## src/rtl/de_scoreboard.sv

```systemverilog
// Decode-stage register file with per-register in-flight write counters.
// Sources stall while writes are outstanding; same-cycle write-back bypasses into the read ports.
module de_scoreboard #(
  parameter int DBITS     = 32,
  parameter int REGNOBITS = 5,
  parameter int REGWORDS  = 32,
  parameter int NUM_WB    = 1,
  parameter int CNTBITS   = 2
) (
  input  logic                          clk_i,
  input  logic                          rst_ni,
  input  logic                          issue_valid_i,
  output logic                          issue_ready_o,
  input  logic [REGNOBITS-1:0]          rs1_i,
  input  logic [REGNOBITS-1:0]          rs2_i,
  input  logic                          rs1_used_i,
  input  logic                          rs2_used_i,
  input  logic [REGNOBITS-1:0]          rd_i,
  input  logic                          rd_wr_i,
  output logic [DBITS-1:0]              rs1_data_o,
  output logic [DBITS-1:0]              rs2_data_o,
  output logic                          stall_o,
  input  logic [NUM_WB-1:0]             wb_valid_i,
  input  logic [NUM_WB*REGNOBITS-1:0]   wb_regno_i,
  input  logic [NUM_WB*DBITS-1:0]       wb_data_i,
  input  logic                          kill_valid_i,
  input  logic [REGNOBITS-1:0]          kill_regno_i,
  output logic [REGWORDS-1:0]           busy_mask_o,
  output logic                          err_underflow_o
);

  // Wide enough to hold count + one issue, and every port plus the kill decrementing at once.
  localparam int SW = CNTBITS + $clog2(NUM_WB + 2) + 1;
  localparam logic [CNTBITS-1:0] CNT_MAX = '1;

  logic [DBITS-1:0]     regs_q [REGWORDS];
  logic [DBITS-1:0]     regs_d [REGWORDS];
  logic [CNTBITS-1:0]   cnt_q  [REGWORDS];
  logic [CNTBITS-1:0]   cnt_d  [REGWORDS];
  logic                 err_q, err_d;

  logic [REGNOBITS-1:0] wb_reg [NUM_WB];
  logic [DBITS-1:0]     wb_dat [NUM_WB];
  logic [SW-1:0]        dec_v  [REGWORDS];
  logic [SW-1:0]        sum_v  [REGWORDS];

  logic [SW-1:0]        rs1_hits, rs2_hits;
  logic [DBITS-1:0]     rs1_data, rs2_data;
  logic                 src1_haz, src2_haz, dst_haz, fire;

  always_comb begin
    for (int k = 0; k < NUM_WB; k++) begin
      wb_reg[k] = wb_regno_i[k*REGNOBITS +: REGNOBITS];
      wb_dat[k] = wb_data_i[k*DBITS +: DBITS];
    end
  end

  // Highest-index matching port overrides, so iterate upward and let later ports win.
  always_comb begin
    rs1_hits = '0;
    rs2_hits = '0;
    rs1_data = regs_q[rs1_i];
    rs2_data = regs_q[rs2_i];
    for (int k = 0; k < NUM_WB; k++) begin
      if (wb_valid_i[k] && wb_reg[k] != '0) begin
        if (wb_reg[k] == rs1_i) begin
          rs1_hits = rs1_hits + SW'(1);
          rs1_data = wb_dat[k];
        end
        if (wb_reg[k] == rs2_i) begin
          rs2_hits = rs2_hits + SW'(1);
          rs2_data = wb_dat[k];
        end
      end
    end
    if (rs1_i == '0) rs1_data = '0;
    if (rs2_i == '0) rs2_data = '0;
  end

  assign src1_haz = rs1_used_i && (rs1_i != '0) && (SW'(cnt_q[rs1_i]) > rs1_hits);
  assign src2_haz = rs2_used_i && (rs2_i != '0) && (SW'(cnt_q[rs2_i]) > rs2_hits);
  assign dst_haz  = rd_wr_i && (rd_i != '0) && (cnt_q[rd_i] == CNT_MAX);

  assign issue_ready_o   = ~(src1_haz | src2_haz | dst_haz);
  assign stall_o         = issue_valid_i & ~issue_ready_o;
  assign fire            = issue_valid_i & issue_ready_o;
  assign rs1_data_o      = rs1_data;
  assign rs2_data_o      = rs2_data;
  assign err_underflow_o = err_q;

  always_comb begin
    for (int r = 0; r < REGWORDS; r++) begin
      busy_mask_o[r] = (cnt_q[r] != '0);
    end
  end

  // x0 is skipped entirely: never written, never counted.
  always_comb begin
    err_d = err_q;
    for (int r = 0; r < REGWORDS; r++) begin
      cnt_d[r]  = cnt_q[r];
      regs_d[r] = regs_q[r];
      dec_v[r]  = '0;
      sum_v[r]  = '0;
    end
    for (int r = 1; r < REGWORDS; r++) begin
      for (int k = 0; k < NUM_WB; k++) begin
        if (wb_valid_i[k] && wb_reg[k] == REGNOBITS'(r)) begin
          dec_v[r]  = dec_v[r] + SW'(1);
          regs_d[r] = wb_dat[k];
        end
      end
      if (kill_valid_i && kill_regno_i == REGNOBITS'(r)) dec_v[r] = dec_v[r] + SW'(1);
      sum_v[r] = SW'(cnt_q[r]) + SW'(fire && rd_wr_i && rd_i == REGNOBITS'(r));
      if (dec_v[r] > sum_v[r]) begin
        cnt_d[r] = '0;
        err_d    = 1'b1;
      end else begin
        cnt_d[r] = CNTBITS'(sum_v[r] - dec_v[r]);
      end
    end
  end

  always_ff @(posedge clk_i or negedge rst_ni) begin
    if (!rst_ni) begin
      for (int r = 0; r < REGWORDS; r++) begin
        regs_q[r] <= '0;
        cnt_q[r]  <= '0;
      end
      err_q <= 1'b0;
    end else begin
      for (int r = 0; r < REGWORDS; r++) begin
        regs_q[r] <= regs_d[r];
        cnt_q[r]  <= cnt_d[r];
      end
      err_q <= err_d;
    end
  end

endmodule

```

## config.mk

```make
export PLATFORM = sky130hd
export DESIGN_NAME = de_scoreboard
export DESIGN_NICKNAME = d
export VERILOG_FILES = /design/src/rtl/de_scoreboard.sv
export SDC_FILE = /design/constraint.sdc
export NUM_CORES = 2
export LEC_CHECK = 0
export CAP_MARGIN = 20
export CORE_ASPECT_RATIO = 1.4
export CORE_MARGIN = 4
export CORE_UTILIZATION = 30
export CTS_CLUSTER_SIZE = 16
export DETAILED_ROUTE_END_ITERATION = 6
export HOLD_SLACK_MARGIN = 0.12
export PLACE_DENSITY = 0.51
export SLEW_MARGIN = 20
export SYNTH_ARGS = -nofsm -noshare
export SYNTH_HDL_FRONTEND = slang
export SYNTH_SLANG_ARGS = --single-unit
```

## constraint.sdc

```tcl
create_clock -name clk_i -period 9.5 [get_ports clk_i]
set_input_delay 1.9 -clock clk_i [delete_from_list [all_inputs] [get_ports clk_i]]
set_output_delay 1.9 -clock clk_i [all_outputs]
set_load 0.05 [all_outputs]
```

After elaboration in Yosys (flattened, before gate mapping)
Cells that the tools add are included.
{ "totals": {"register_bits": 1055, "latchBits": 0, "mem_bits_rw": 0, "mem_bits_ro": 0, "in_bits": 65, "output_inout_bits": 99, "word_cells": 584, "n_memories": 0} }
{ "op_classes": {"n_addsub": 93, "mul": 0, "div": 0, "order_cmp": 36, "eq_ne": 96, "n_shift": 0, "n_mux": 149, "bitwise": 8, "reduce_logical": 139} }
{ "op_table": {"columns": ["operator", "n"], "rows": [
  ["$bmux 32 s5", 2],
  ["$mux 32", 10],
  ["$eq 5x5->1 const B", 48],
  ["$add 5x1->5 const B", 31],
  ["$gt 5x3->1", 31],
  ["$mux 5", 31],
  ["$eq 5x4->1 const B", 24],
  ["$logic_and 1x1->1", 101],
  ["$add 2x1->3", 31],
  ["$mux 2", 37],
  ["$mux 1", 66],
  ["$reduce_bool 2->1", 31],
  ["$sub 2x2->2", 31],
  ["$eq 5x3->1 const B", 12],
  ["$reduce_bool 31->1", 1],
  ["$bmux 2 s5", 3],
  ["$eq 5x2->1 const B", 6],
  ["$reduce_bool 5->1", 4],
  ["$ge 6x6->1 const B", 3],
  ["$not 5->6", 3],
  ["$eq 5x1->1 const B", 3],
  ["$eq 5x5->1", 2],
  ["$gt 2x5->1", 2],
  ["$logic_not 5->1", 2],
  ["other kinds (4)", 6]
]} }

Longest topological paths before layout
{ "depth": {"depth_word": 45, "ltp_mapped": 25, "depth_no_buf": 20} }

Worst setup path before layout
No wires, ideal clock.
{ "synth_timing": {"path_type": "input-to-output", "from": "in rs1_i[0]", "to": "out stall_o", "t_arrival_ps": 5690, "t_required_ps": 7600, "setup_slack_ps": 1910, "cell_stages": 15, "n_path_buf": 5, "path_cell_list": "buf_2 -> buf_2 -> buf_2 -> buf_2 -> mux4_2 -> mux4_2 -> mux2i_1 -> ha_1 -> nor2_1 -> nor3b_1 -> o311ai_0 -> o2111ai_1 -> o211ai_2 -> buf_2 -> and2_1"} }
{ "synth_between": {"elab_chain_len": 9, "elab_cells_between_ends": 14, "classes_between": "1 x order compare; 1 x eq/ne; 5 x mux; 4 x bitwise; 3 x reduce/logical"} }
{ "synth_lines": {"columns": ["element", "line_no", "text"], "rows": [
  ["start, declared", "14", "input logic [REGNOBITS-1:0] rs1_i,"],
  ["$not 5->6 (implied by the code)", "80", "assign src1_haz = rs1_used_i && (rs1_i != '0) && (SW'(cnt_q[rs1_i]) > rs1_hits);"],
  ["$bmux 2 s5", "80", null],
  ["$mux 2 (implied by the code) (2 in a row)", "80", null],
  ["$gt 2x5->1", "80", null],
  ["$logic_and 1x1->1 *", "80", null],
  ["$or 1x1->1 * (2 in a row)", "84", "assign issue_ready_o = ~(src1_haz | src2_haz | dst_haz);"],
  ["$and 1x1->1 *", "85", "assign stall_o = issue_valid_i & ~issue_ready_o;"],
  ["end, declared", "22", "output logic stall_o,"]
]} }
Every way passes the cells marked *; elsewhere a longest branch is shown, timed or not. The select of a mux whose other input is x is not followed.

Worst setup path after layout
{ "layout_timing": {"from": "in wb_regno_i[2]", "to": "out issue_ready_o"} }
{ "layout_between": {"elab_chain_len": 8, "elab_cells_between_ends": 15, "classes_between": "2 x order compare; 2 x eq/ne; 4 x mux; 3 x bitwise; 4 x reduce/logical"} }
{ "layout_lines": {"columns": ["element", "line_no", "text"], "rows": [
  ["start, declared", "24", "input logic [NUM_WB*REGNOBITS-1:0] wb_regno_i,"],
  ["$eq 5x5->1, or another cell as far along", "66", "if (wb_reg[k] == rs1_i) begin"],
  ["$mux 1, or another cell as far along", "66", null],
  ["$mux 1", "65", "if (wb_valid_i[k] && wb_reg[k] != '0) begin"],
  ["$gt 2x5->1 (on tied branches)", "80, 81", null],
  ["$logic_and 1x1->1 (on tied branches)", "80, 81", null],
  ["$or 1x1->1 * (2 in a row)", "84", null],
  ["$not 1->1 *", "84", null],
  ["end, declared", "13", "output logic issue_ready_o,"]
]} }
Every way passes the cells marked *; elsewhere a longest branch is shown, timed or not.

==> flow_metrics.tcl <==
set metrics [dict create \
    period_share 0.865 \
    maxCapViolCount 0 \
    numCtsBuffers 112 \
    synthTopCellsByArea "dfrtp_1, mux4_2, nand2_1" \
    finalMaxSlewViolations 0 \
    cts.path.max_buffers 3 \
    wl_mm 232 \
    cp.required_ns 7.60 \
    portBuffers 162 \
    synth-seq-cells 1055 \
    cts_resized 0 \
    rows 196 \
    hpwl_mm 133 \
    insertion_delay_ns 0.77 \
    dr_wl_met3_mm 16.6 \
    swShare 0.324 \
    cp_slowest_cell "nor4_2" \
    ios 164 \
    drc 0 \
    grt_pass1_vias 44908 \
    dp_cells 7688 \
    synthFlopType "dfrtp_1" \
    power_density_nw_per_um2 214 \
    layout_setup_ws_ns 1.28 \
    worstSetupEndpointType "output pin" \
    fin_worst_skew_ns 0.0562 \
    start_kind "input port" \
    synth_edf_count 0 \
    slowest_delay_ns 0.80 \
    tns_ns 0 \
    fp.dieW_um 391 \
    cts.sinks 1055 \
    synthTopCellsByCount "nand2_1, dfrtp_1, mux4_2" \
    status "finished clean" \
    synth_top_area_share 0.429 \
    hp-class "reg2reg" \
    final_nets 5382 \
    grtUsageTotal 0.216 \
    fmax_ghz 0.122 \
    final_antenna_net_count 0 \
    cts_root_buffer "clkbuf_16" \
    place_congestion 0.860 \
    drive_gt1_frac 0.287 \
    met1Wirelength_mm 97.1 \
    rsz0062_at_grt "no" \
    die_h_um 544 \
    vdd_ir_drop_max_mv 0.200 \
    synth_top_cell_by_area "dfrtp_1" \
    routed-wl-met2_mm 109 \
    nFillCells 19866 \
    antenna_found_initial 18 \
    crit_path_start "wb_regno_i[2]" \
    seqPwrFrac 0.406 \
    yosysUniqueCellTypes 48 \
    yosysMostFrequentCell "nand2_1" \
    initial_core_util 0.302 \
    area_growth_pct 13.6 \
    overflow 0 \
    yosysSeqAreaShare 0.429 \
    top_layer "met5" \
    cp.arrival_ns 6.32 \
    cts.reportedPaths.clkPinSlew_ns 0.06 \
    synth_nets 5417 \
    timing.rr.start "cnt_q[60]" \
    power.leakage_uw 0.0313 \
    hold_viol 0 \
    grt_pass1_wl_mm 334 \
    drt_first_pass_iters 5 \
    grt_max_degree 175 \
    setup_viol 0 \
    worstPathCellList "clkdlybuf4s50_1 > nor2_1 > nand2_1 > nand2_1 > nor4_2 > ha_1 > nor2_1 > nor3b_1 > o311ai_0 > o2111ai_1 > o211ai_2 > inv_2 > clkdlybuf4s50_1" \
    avgSynthCellArea_um2 11.9 \
    synth_warnings 0 \
    final_cells 7901 \
    wire_per_inst_um 29.4 \
    preCtsSetupSlack_ns 1.44 \
    fin_crit_ns 8.22 \
    dr_total_vias 44338 \
    coreArea_um2 204000 \
    cts_hold_buf 0 \
    p_int_uw 10100 \
    relSlewSlack 0.216 \
    tritoncts "built" \
    drtIter0Drc 4577 \
    critPathKind "in2out" \
    cts_setup_buffers 0 \
    netlist_area_um2 61500 \
    vias_per_cell 5.61 \
    worst_pin_slew_ns 1.18 \
    p_sw_uw 4850 \
    synthArstFlopShare 1.00 \
    htreeDepth 3 \
    cp_max_fo 15 \
    dieArea_um2 213000 \
    hp-start "regs_q[423]" \
    power.share.combinational 0.279 \
    netlist_instances 5164 \
    clockPowerShare 0.315 \
]
layout by cell type (no fill, tap or decap), types with 66 or more instances in the layout:
cell             synthesis  routed
clkdlybuf4s50_1          0     149
mux2i_1                 73      73
inv_1                  135     129
buf_4                    1     134
dfrtp_1               1055    1055
nor2_1                 133     121
a22o_1                  66      66
mux4_2                 622     622
clkbuf_16                0     115
mux2_1                 155     155
nand2_1               1459    1453
ha_1                   188     188
mux2_2                 461     461
cell families after synthesis:
family                     Yosys count  share of synthesized area
and+or+nand+nor                   1724                      0.110
muxes                             1311                      0.352
DFF                               1055                      0.429
buffers and inverters              593                     0.0375
AOI/OAI and AO/OA                  253                     0.0273
adders and majority gates          188                     0.0382
xor gates and xnor gates            39                    0.00555
other                                1                  0.0000609
layout make-up:
class | instances | area [um2] | share of cell area
clock buffers | 165 | 3320 | 0.0474
flip-flops and latches | 1055 | 26400 | 0.377
inverters | 145 | 544 | 0.00778
diodes | 6 | 15.0 | 0.000215
well taps | 2673 | 3340 | 0.0478
multi-input cells | 3516 | 33000 | 0.472
clock inverters | 42 | 564 | 0.00807
repair buffers | 299 | 2750 | 0.0393
sequential cells by signal, summed over array words and instances (netlist names):
| signal | cells |
|---|---|
| err_underflow_o | 1 |
| cnt_q | 62 |
| regs_q | 992 |
power groups by stage:
stage / clock network [uW] / logic [uW] / registers, uW
floorplan: 0 / 3020 / 5870
global placement: 0 / 4130 / 6080
detailed placement: 0 / 4180 / 6130
CTS: 4810 / 4200 / 6050
global route: 4970 / 4480 / 6180
finish: 4720 / 4170 / 6070
critical path: cells and delay by family:
kind	cells	cell delay [ns]
compound gates	3	1.01
buf+inv	3	1.50
simple gates	6	1.49
fa+ha+maj	1	0.40
final timing paths:
path,to,slack (ns),cells past startpoint
max in group asynchronous,regs_q[840],6.06,3
hold reg to reg,regs_q[423],0.49,2
setup / recovery,issue_ready_o,1.28,13
min in group asynchronous,regs_q[593],1.15,1
hold / removal,regs_q[423],0.49,2
setup reg to reg,err_underflow_o,3.37,21
layer usage:
| layer | GRT usage | vias up |
|---|---|---|
| met5 | 0 | - |
| met4 | 0.0842 | 6 |
| met3 | 0.0328 | 472 |
| met2 | 0.349 | 1938 |
| met1 | 0.294 | 23587 |
| li1 | - | 18335 |
metrics by stage:
step / power, uW / area (um2) / util / hold WS (ns)
3_3_place_gp: 10200 / 66000 / 0.324 / 0.471
5_1_grt: 15600 / 69900 / 0.343 / 0.515
4_1_cts: 15100 / 69900 / 0.343 / 0.492
3_5_place_dp: 10300 / 66000 / 0.324 / 0.476
6_report: 15000 / 69900 / 0.343 / 0.493
2_1_floorplan: 8880 / 61500 / - / 0.457
Note: power is estimated with default switching activity, not from simulation.
